File: src/rtl/fft_frame_arbiter_if.sv
// Request/grant and FFT-control bundle between the channel side and fft_frame_arbiter.
interface fft_frame_arbiter_if;
  logic req0;
  logic req1;
  logic hold;
  logic gnt0;
  logic gnt1;
  logic ch_sel;
  logic out_ch;
  logic fft_start;
  logic fft_valid;
  logic busy;
  logic frame_done;

  modport master (
    output req0, req1, hold,
    input  gnt0, gnt1, ch_sel, out_ch, fft_start, fft_valid, busy, frame_done
  );

  modport slave (
    input  req0, req1, hold,
    output gnt0, gnt1, ch_sel, out_ch, fft_start, fft_valid, busy, frame_done
  );
endinterface

File: src/rtl/fft_frame_arbiter.sv
// Two-channel round-robin frame scheduler for a shared FFT core (load / compute / unload).
// Define FFT_ARB_OVERLAP_EN to overlap the next frame's load with the previous frame's unload.
module fft_frame_arbiter (
  input logic                clk,
  input logic                rst,
  fft_frame_arbiter_if.slave bus
);

  typedef enum logic [2:0] {
    IDLE    = 3'd0,
    LOAD    = 3'd1,
    COMPUTE = 3'd2,
    UNLOAD  = 3'd3
`ifdef FFT_ARB_OVERLAP_EN
    ,OVL    = 3'd4
`endif
  } state_t;

  localparam logic [8:0] XFER_LAST    = 9'd63;
  localparam logic [8:0] COMPUTE_LAST = 9'd159;

  state_t     state_reg, state_next;
  logic [8:0] pcnt_reg, pcnt_next;
  logic       load_ch_reg, load_ch_next;
  logic       unload_ch_reg, unload_ch_next;
  logic       last_ch_reg, last_ch_next;

  logic [1:0] req_vec;
  logic [1:0] gnt_vec;
  logic       any_req;
  logic       winner;
  logic       take_grant;
  logic       load_phase;
  logic       unload_phase;

  assign req_vec = {bus.req1, bus.req0};
  assign any_req = |req_vec;
  // last_ch_reg resets to 1 so that channel 0 wins the first tie
  assign winner  = (req_vec == 2'b11) ? ~last_ch_reg : req_vec[1];

  always_ff @(posedge clk or posedge rst) begin
    if (rst) begin
      state_reg     <= IDLE;
      pcnt_reg      <= '0;
      load_ch_reg   <= 1'b0;
      unload_ch_reg <= 1'b0;
      last_ch_reg   <= 1'b1;
    end else begin
      state_reg     <= state_next;
      pcnt_reg      <= pcnt_next;
      load_ch_reg   <= load_ch_next;
      unload_ch_reg <= unload_ch_next;
      last_ch_reg   <= last_ch_next;
    end
  end

  always_comb begin
    state_next     = state_reg;
    pcnt_next      = pcnt_reg;
    load_ch_next   = load_ch_reg;
    unload_ch_next = unload_ch_reg;
    last_ch_next   = last_ch_reg;
    take_grant     = 1'b0;
    // hold freezes everything, including the IDLE grant decision
    if (!bus.hold) begin
      pcnt_next = pcnt_reg + 9'd1;
      case (state_reg)
        IDLE: begin
          pcnt_next = '0;
          if (any_req) begin
            state_next = LOAD;
            take_grant = 1'b1;
          end
        end
        LOAD: begin
          if (pcnt_reg == XFER_LAST) begin
            state_next = COMPUTE;
            pcnt_next  = '0;
          end
        end
        COMPUTE: begin
          if (pcnt_reg == COMPUTE_LAST) begin
            pcnt_next      = '0;
            unload_ch_next = load_ch_reg;
`ifdef FFT_ARB_OVERLAP_EN
            if (any_req) begin
              state_next = OVL;
              take_grant = 1'b1;
            end else begin
              state_next = UNLOAD;
            end
`else
            state_next = UNLOAD;
`endif
          end
        end
        UNLOAD: begin
          if (pcnt_reg == XFER_LAST) begin
            pcnt_next = '0;
            if (any_req) begin
              state_next = LOAD;
              take_grant = 1'b1;
            end else begin
              state_next = IDLE;
            end
          end
        end
`ifdef FFT_ARB_OVERLAP_EN
        OVL: begin
          if (pcnt_reg == XFER_LAST) begin
            state_next = COMPUTE;
            pcnt_next  = '0;
          end
        end
`endif
        default: begin
          state_next = IDLE;
          pcnt_next  = '0;
        end
      endcase
      if (take_grant) begin
        load_ch_next = winner;
        last_ch_next = winner;
      end
    end
  end

`ifdef FFT_ARB_OVERLAP_EN
  assign load_phase   = (state_reg == LOAD)   || (state_reg == OVL);
  assign unload_phase = (state_reg == UNLOAD) || (state_reg == OVL);
`else
  assign load_phase   = (state_reg == LOAD);
  assign unload_phase = (state_reg == UNLOAD);
`endif

  generate
    for (genvar gi = 0; gi < 2; gi++) begin : g_gnt
      assign gnt_vec[gi] = load_phase && (load_ch_reg == 1'(gi));
    end
  endgenerate

  assign bus.gnt0       = gnt_vec[0];
  assign bus.gnt1       = gnt_vec[1];
  assign bus.ch_sel     = load_ch_reg;
  assign bus.out_ch     = unload_ch_reg;
  // pulses stay pending while pcnt is frozen by hold
  assign bus.fft_start  = load_phase && (pcnt_reg == '0) && !bus.hold;
  assign bus.frame_done = unload_phase && (pcnt_reg == XFER_LAST) && !bus.hold;
  assign bus.busy       = (state_reg != IDLE);
  assign bus.fft_valid  = (state_reg != IDLE) && !bus.hold;

endmodule

File: src/flat_wrapper.sv
// flat-port wrapper written by rule: the top's interface ports become plain ports
module fft_frame_arbiter_flat 
  (clk, rst, bus_req0, bus_req1, bus_hold, bus_gnt0, bus_gnt1, bus_ch_sel, bus_out_ch, bus_fft_start, bus_fft_valid, bus_busy, bus_frame_done);
  fft_frame_arbiter_if bus_i ();
  input logic clk;
  input logic rst;
  input wire logic [$bits(bus_i.req0)-1:0] bus_req0;
  input wire logic [$bits(bus_i.req1)-1:0] bus_req1;
  input wire logic [$bits(bus_i.hold)-1:0] bus_hold;
  output wire logic [$bits(bus_i.gnt0)-1:0] bus_gnt0;
  output wire logic [$bits(bus_i.gnt1)-1:0] bus_gnt1;
  output wire logic [$bits(bus_i.ch_sel)-1:0] bus_ch_sel;
  output wire logic [$bits(bus_i.out_ch)-1:0] bus_out_ch;
  output wire logic [$bits(bus_i.fft_start)-1:0] bus_fft_start;
  output wire logic [$bits(bus_i.fft_valid)-1:0] bus_fft_valid;
  output wire logic [$bits(bus_i.busy)-1:0] bus_busy;
  output wire logic [$bits(bus_i.frame_done)-1:0] bus_frame_done;
  assign bus_i.req0 = bus_req0;
  assign bus_i.req1 = bus_req1;
  assign bus_i.hold = bus_hold;
  assign bus_gnt0 = bus_i.gnt0;
  assign bus_gnt1 = bus_i.gnt1;
  assign bus_ch_sel = bus_i.ch_sel;
  assign bus_out_ch = bus_i.out_ch;
  assign bus_fft_start = bus_i.fft_start;
  assign bus_fft_valid = bus_i.fft_valid;
  assign bus_busy = bus_i.busy;
  assign bus_frame_done = bus_i.frame_done;
  fft_frame_arbiter u_core (.clk(clk), .rst(rst), .bus(bus_i));
endmodule
File: config.mk
export PLATFORM = sky130hd
export DESIGN_NAME = fft_frame_arbiter_flat
export DESIGN_NICKNAME = d
export VERILOG_FILES = /design/src/rtl/fft_frame_arbiter_if.sv /design/src/rtl/fft_frame_arbiter.sv /design/src/flat_wrapper.sv
export SDC_FILE = /design/constraint.sdc
export NUM_CORES = 1
export LEC_CHECK = 0
export ABC_AREA = 1
export BUFFER_PORTS_ARGS = -buffer_cell sky130_fd_sc_hd__buf_2
export CAP_MARGIN = 40
export CORE_UTILIZATION = 42
export DETAILED_ROUTE_END_ITERATION = 16
export GPL_TIMING_DRIVEN = 1
export PLACE_DENSITY_LB_ADDON = 0.08
export SLEW_MARGIN = 20
export SYNTH_ARGS = -nofsm -noshare
export SYNTH_HDL_FRONTEND = slang
export SYNTH_SLANG_ARGS = --single-unit
File: constraint.sdc
create_clock -name clk -period 2.01 [get_ports clk]
set_input_delay 0.402 -clock clk [delete_from_list [all_inputs] [get_ports clk]]
set_output_delay 0.402 -clock clk [all_outputs]
set_load 0.005 [all_outputs]
==> metrics.md, run 1 <==
| Metric | Value |
|---|---|
| Reg2reg end | u_core.pcnt_reg[8] |
| Clock latency on the worst-skew pair | 0.29 ns |
| Global placer's final weighted congestion | 0.776 |
| Tmin final | 1.91 ns |
| Post-placement worst setup slack | 0.365 ns |
| Syn Inst Count | 142 |
| Count of antenna-violating nets left after detailed routing | 0 |
| Logic gate share of total power | 47.9% |
| R2R setup slack | 0.60 ns |
| DR pass1 iterations | 4 |
| Pins over their slew limit | 0 |
| Portion of the clock cycle consumed by the worst path in the final layout | 95.1% |
| Launching element type of the critical path | register |
| Total wire length | 2330 um |
| Max Root-Sink Buffers | 2 |
| Most area-consuming cells after synthesis | dfrtp_1, nand2_1, ha_1, inv_1, nor2_1 |
| Worst Skew | 0.00245 ns |
| Clock input transition at the sequential cells of the worst setup and hold paths | 0.09 ns |
| Critical path required time | 1.61 ns |
| Start point of the critical path | u_core.pcnt_reg[2] |
| Layout filler cell count | 218 |
| Actual slew at the worst max-slew pin | 0.551 ns |
| Post-Syn Area | 1010 um^2 |
| Vias in the first global route | 881 |
| Class of the tightest hold or removal check | in2async |
| Pin count of the biggest net entering global routing | 15 |
| Sequential element share of the synthesized area | 34.7% |
| Outcome | complete, no violations |
| Cell row count | 17 |
| Antenna fix cells | 0 |
| Setup crit end kind | output port |
| Top-Level Pins | 13 |
| Max FFs per register | 9 |
| Flip-flop and latch count after synthesis | 14 |
| Most frequent cells after synthesis | nand2_1, inv_1, nor2_1 |
| Clock network power share | 16.1% |
| Root Buffer Master | clkbuf_4 |
| Die extent in y | 51.1 um |
| Kind of critical path | reg2out |
| Most common cell in the synthesized netlist | nand2_1 |
| Number of flops mapped to enable cells by yosys | 0 |
| Critical path endpoint | bus_fft_start |
| Global-route wire length before repair | 4040 um |
| Vias per std cell | 5.12 |
| Count of hold-fix buffers inserted at cts | 0 |
| Dominant register cell in the synthesized netlist | dfrtp_1 |
| Final Worst Setup Slack | 0.0977 ns |
| Area of the multi-input gates | 594 um^2 |
| Total clock buffers created by CTS | 3 |
| Number of levels in the clock H-tree | 1 |
| Total area of sequential cells | 352 um^2 |
| Initial core utilization | 45.4% |
| Port Buffers | 12 |
| Largest vdd supply drop | 631 uV |
| Cell area power density | 968 nW/um^2 |
| Via count of the routed design | 953 |
| Nets@finish | 170 |
| Max Cap Violations | 0 |
| Finished layout cell area | 1150 um^2 |
| Remaining Overflow, GRT | 0 |
| Total half-perimeter wirelength after legalization and detailed placement | 1720 um |
| Share of power burned in registers | 36.0% |
| Average cell area after synthesis | 7.14 um^2 |
| Chip width | 51.1 um |
| Full die area | 2610 um^2 |
| Final hold slack | 0.139 ns |
| Layout overhead on the synthesized area | 13.5% |
| Share of flip-flops with an asynchronous set or reset after synthesis | 100% |
| Antenna violations before repair | 0 |
| Overall Global Routing Usage | 20.9% |
| Yosys synthesis warning count | 0 |
| Biggest fanout along the worst timing path | 6 |
| Drt initial violations | 25 |
| WL per Instance | 12.5 um |
| Core Util, Final | 51.5% |
| Final setup vio count | 0 |
| Switching share of power | 44.5% |
| Reg2reg path depth | 8 |
| Launching point of the worst reg2reg path | u_core.pcnt_reg[1] |
| Share of cells above drive strength 1 | 20.9% |
| Slew HR | 63.2% |
| Number of design rule violations left after detail routing | 0 |
| LEAKAGE | 0.000620 uW |
| Timing-limited maximum frequency | 523 MHz |
| Arr. time, crit path | 1.51 ns |
| Cell area after placement | 1110 um^2 |
| Share of the synthesized area in the top cell type | 32.1% |
| Net count after synthesis | 153 |
| Yosys top cell by area | dfrtp_1 |
| Power Internal | 618 uW |
| Floorplan Core Area | 2230 um^2 |
| Total clock sinks | 14 |
| Switching component of the power | 495 uW |
| Netlist cell types | 24 |
| Clock tree from TritonCTS | done |
| Total count of hold-check failures in the final report | 0 |
[area by class of cell]
class                      count  area share [%]
inverter                      20            6.53
sequential                    14            30.6
clock buffer                   4            2.29
multi-input combinational    107            51.7
tap                           28            3.05
timing repair buffer          13            5.88
[stage by stage]
step	instances	power (uW)	setup TNS, ns
3_5_place_dp	182	934	0
3_3_place_gp	182	923	0
5_1_grt	186	1220	-0.0141
4_1_cts	186	1110	0
2_1_floorplan	142	768	0
6_report	186	1110	0
[cells in the final DEF (no fill, tap or decap)]
cell type | synthesis | final
or2_2 | 1 | 1
buf_2 | 0 | 12
nor2_2 | 1 | 2
nand3b_1 | 1 | 1
dfstp_2 | 1 | 1
clkinv_1 | 1 | 1
nand2_1 | 44 | 44
inv_1 | 19 | 19
nand3_2 | 3 | 3
nand2_4 | 4 | 4
o2111ai_1 | 1 | 1
buf_4 | 0 | 1
nor4_2 | 0 | 1
xor2_1 | 2 | 2
nor3_1 | 1 | 1
nand3_1 | 11 | 11
nand4_1 | 4 | 4
a21oi_1 | 1 | 1
ha_1 | 6 | 5
nor2_4 | 2 | 2
dfrtp_1 | 13 | 13
o21ai_0 | 3 | 3
clkbuf_4 | 0 | 3
nand2_2 | 2 | 2
clkbuf_1 | 1 | 1
a21boi_0 | 1 | 1
nor2_1 | 18 | 17
ha_2 | 0 | 1
[per-layer routing]
| layer | track usage (%) | vias up | part of all wire, % |
|---|---|---|---|
| li1 | - | 478 | - |
| met1 | 27.9 | 448 | 47 |
| met2 | 33.1 | 21 | 48 |
| met3 | 3.27 | 6 | 3.3 |
| met4 | 8.80 | 0 | 1.2 |
| met5 | 0 | - | 0 |
[critical path, cell delays in order, from the launching register on]
cell and delay (ns):
dfrtp_1 0.47, or2_2 0.34, nor4_2 0.27, buf_2 0.15
[power groups by stage]
stage                     Sequential, uW  Combinational [uW]  Clock, uW
after global routing                 407                 626        190
after global placement               399                 524          0
final                                401                 533        179
after floorplan                      391                 378          0
after detailed placement             405                 529          0
after CTS                            399                 532        182
[timing repair]
| action | 4_1_cts | 5_1_grt |
|---|---|---|
| setup buffers | 0 | 0 |
| gates resized for setup | 0 | 3 |
| endpoints found under the setup margin | 0 | 2 |
[how the worst min path moves through the flow]
stage | end | slack (ns) | startpoint | cells past startpoint
2_1_floorplan | u_core.bus.ch_sel | 0.29 | rst | 1
3_3_place_gp | u_core.last_ch_reg | 0.45 | u_core.last_ch_reg | 2
3_5_place_dp | u_core.last_ch_reg | 0.46 | u_core.last_ch_reg | 2
4_1_cts | u_core.pcnt_reg[1] | 0.18 | rst | 2
5_1_grt | u_core.pcnt_reg[1] | 0.21 | rst | 2
6_report | u_core.state_reg[1] | 0.14 | rst | 2
[kinds of logic after synthesis]
group	synth area share [%]
fa+ha+maj	7.41
buf+inv	7.78
flops	34.7
compound gates	3.58
xor+xnor	1.73
simple gates	44.8
Power figures use the tool's default switching activity.
==> run 2, diff against run 1 <==
==> constraint.sdc (replaced) <==
create_clock -name clk -period 2.01 [get_ports clk]
set_input_delay 0.402 -clock clk [delete_from_list [all_inputs] [get_ports clk]]
set_output_delay 0.402 -clock clk [all_outputs]
set_load 0.02 [all_outputs]
==> metrics.md, run 2 (same netlist as run 1, synthesis figures left out) <==
| Metric | Value |
|---|---|
| Outcome | complete, no violations |
| Vias in the first global route | 896 |
| Clock latency on the worst-skew pair | 0.29 ns |
| Reg2reg end | u_core.bus.ch_sel |
| Die extent in y | 51.1 um |
| Chip width | 51.1 um |
| Launching element type of the critical path | register |
| Via count of the routed design | 926 |
| Initial core utilization | 45.4% |
| Power Internal | 628 uW |
| Final setup vio count | 0 |
| Tmin final | 1.95 ns |
| Total count of hold-check failures in the final report | 0 |
| Pins over their slew limit | 0 |
| Number of levels in the clock H-tree | 1 |
| Setup crit end kind | output port |
| Total clock buffers created by CTS | 3 |
| Vias per std cell | 4.95 |
| Kind of critical path | reg2out |
| Port Buffers | 12 |
| Root Buffer Master | clkbuf_4 |
| Top-Level Pins | 13 |
| Remaining Overflow, GRT | 0 |
| Total wire length | 2410 um |
| Critical path required time | 1.61 ns |
| Slew HR | 61.5% |
| Biggest fanout along the worst timing path | 6 |
| DR pass1 iterations | 4 |
| Count of hold-fix buffers inserted at cts | 0 |
| Most used cells in the layout excluding fill and tap cells | nand2_1, inv_1, nor2_1, dfrtp_1 |
| Full die area | 2610 um^2 |
| Launching point of the worst reg2reg path | u_core.state_reg[0] |
| Overall Global Routing Usage | 20.8% |
| Post-CTS Setup Bufs | 0 |
| Total clock sinks | 14 |
| Floorplan Core Area | 2230 um^2 |
| Finished layout cell area | 1180 um^2 |
| Number of design rule violations left after detail routing | 0 |
| Final total negative setup slack | 0 ns |
| Critical Path, Cell by Cell | or2_2, nor4_2, buf_4 |
| Count of non-filler cells in the finished layout | 187 |
| WL per Instance | 12.9 um |
| Cell area power density | 1010 nW/um^2 |
| Class of the tightest hold or removal check | in2async |
| Share of power burned in registers | 34.2% |
| Leading cell type in the layout, fill and taps excluded | nand2_1 |
| Antenna fix cells | 0 |
| Switching share of power | 47.4% |
| Slowest Stage Delay on Critical Path | 0.47 ns |
| Max Root-Sink Buffers | 2 |
| Switching component of the power | 566 uW |
| Pin count of the biggest net entering global routing | 15 |
| Portion of the clock cycle consumed by the worst path in the final layout | 96.8% |
| Count of antenna-violating nets left after detailed routing | 0 |
| Clock input transition at the sequential cells of the worst setup and hold paths | 0.10 ns |
| Max Cap Violations | 0 |
| Largest vdd supply drop | 759 uV |
| Clock tree from TritonCTS | done |
| Worst Skew | 0.00610 ns |
| Clock network power share | 15.2% |
| Critical-path cell with the highest stage delay | dfrtp_1 |
| Core Util, Final | 52.8% |
| Total half-perimeter wirelength after legalization and detailed placement | 1750 um |
| Drt initial violations | 20 |
| Number of cells after detailed placement | 183 |
| Nets@finish | 171 |
| Layout overhead on the synthesized area | 16.3% |
| Max FFs per register | 9 |
| Share of cells above drive strength 1 | 22.6% |
| Global placer's final weighted congestion | 0.779 |
| Timing-limited maximum frequency | 514 MHz |
| LEAKAGE | 0.000625 uW |
| R2R setup slack | 0.55 ns |
| Global-route wire length before repair | 4000 um |
| Actual slew at the worst max-slew pin | 0.576 ns |
| Arr. time, crit path | 1.54 ns |
| Reg2reg path depth | 6 |
| Cell area after placement | 1120 um^2 |
| Antenna violations before repair | 0 |
| Cell row count | 17 |
| Logic gate share of total power | 50.6% |
run 2: cell count changes in the layout (fill, tap and decap cells not counted):
| cell | change |
|---|---|
| buf_2 | -1 |
| nor2_4 | +1 |
| ha_4 | +1 |
| dfrtp_2 | +1 |
| ha_1 | -1 |
| buf_4 | +2 |
| dfrtp_1 | -1 |
| nor2_2 | -1 |
run 2: cell type report:
type / count / area (um^2)
multi-input cells: 107 / 612
repair buffers: 14 / 77.6
clock buffers: 4 / 26.3
fillers: 248 / 1050
well taps: 28 / 35.0
inverters: 20 / 75.1
flip-flops and latches: 14 / 353
run 2: layer usage:
metal	track usage [%]	routed length (um)
met4	9.72	48
met3	2.68	41
met2	33.6	1150
met5	0	0
met1	27.3	1170
run 2: through the flow:
stage | setup slack (ns) | hold WS (ns) | total power, uW
3_3_place_gp | 0.346 | 0.450 | 984
4_1_cts | 0.00968 | 0.171 | 1180
5_1_grt | -0.00416 | 0.213 | 1290
6_report | 0.0644 | 0.144 | 1190
2_1_floorplan | 0.156 | 0.291 | 824
3_5_place_dp | 0.305 | 0.468 | 996
run 2: how the worst max path moves through the flow:
stage / startpoint / endpoint / slack [ns] / cells past startpoint
after floorplan: u_core.pcnt_reg[2] / bus_fft_start / 0.16 / 2
final: u_core.pcnt_reg[3] / bus_fft_start / 0.06 / 3
after global routing: u_core.pcnt_reg[1] / bus_frame_done / -0.004 / 6
after global placement: u_core.pcnt_reg[2] / bus_fft_start / 0.35 / 3
after detailed placement: u_core.pcnt_reg[8] / bus_fft_start / 0.30 / 6
after CTS: u_core.state_reg[1] / bus_fft_start / 0.01 / 5
run 2: power by group through the flow:
stage                     Clock (uW)  Combinational [uW]  Sequential [uW]
after floorplan                    0                 424              400
after global placement             0                 585              399
after detailed placement           0                 591              405
after CTS                        186                 594              400
after global routing             192                 679              418
final                            182                 604              408
run 2: repair_timing:
action	in CTS	in global routing
gates resized for setup	2	6
endpoints found under the setup margin	1	2
pin swaps	0	1
run 2: worst max-delay path: cells and delay by family (launching register included):
family                 cells  cell delay [ns]
AND/OR/NAND/NOR            2             0.59
buffers and inverters      1             0.18
flip-flops                 1             0.47
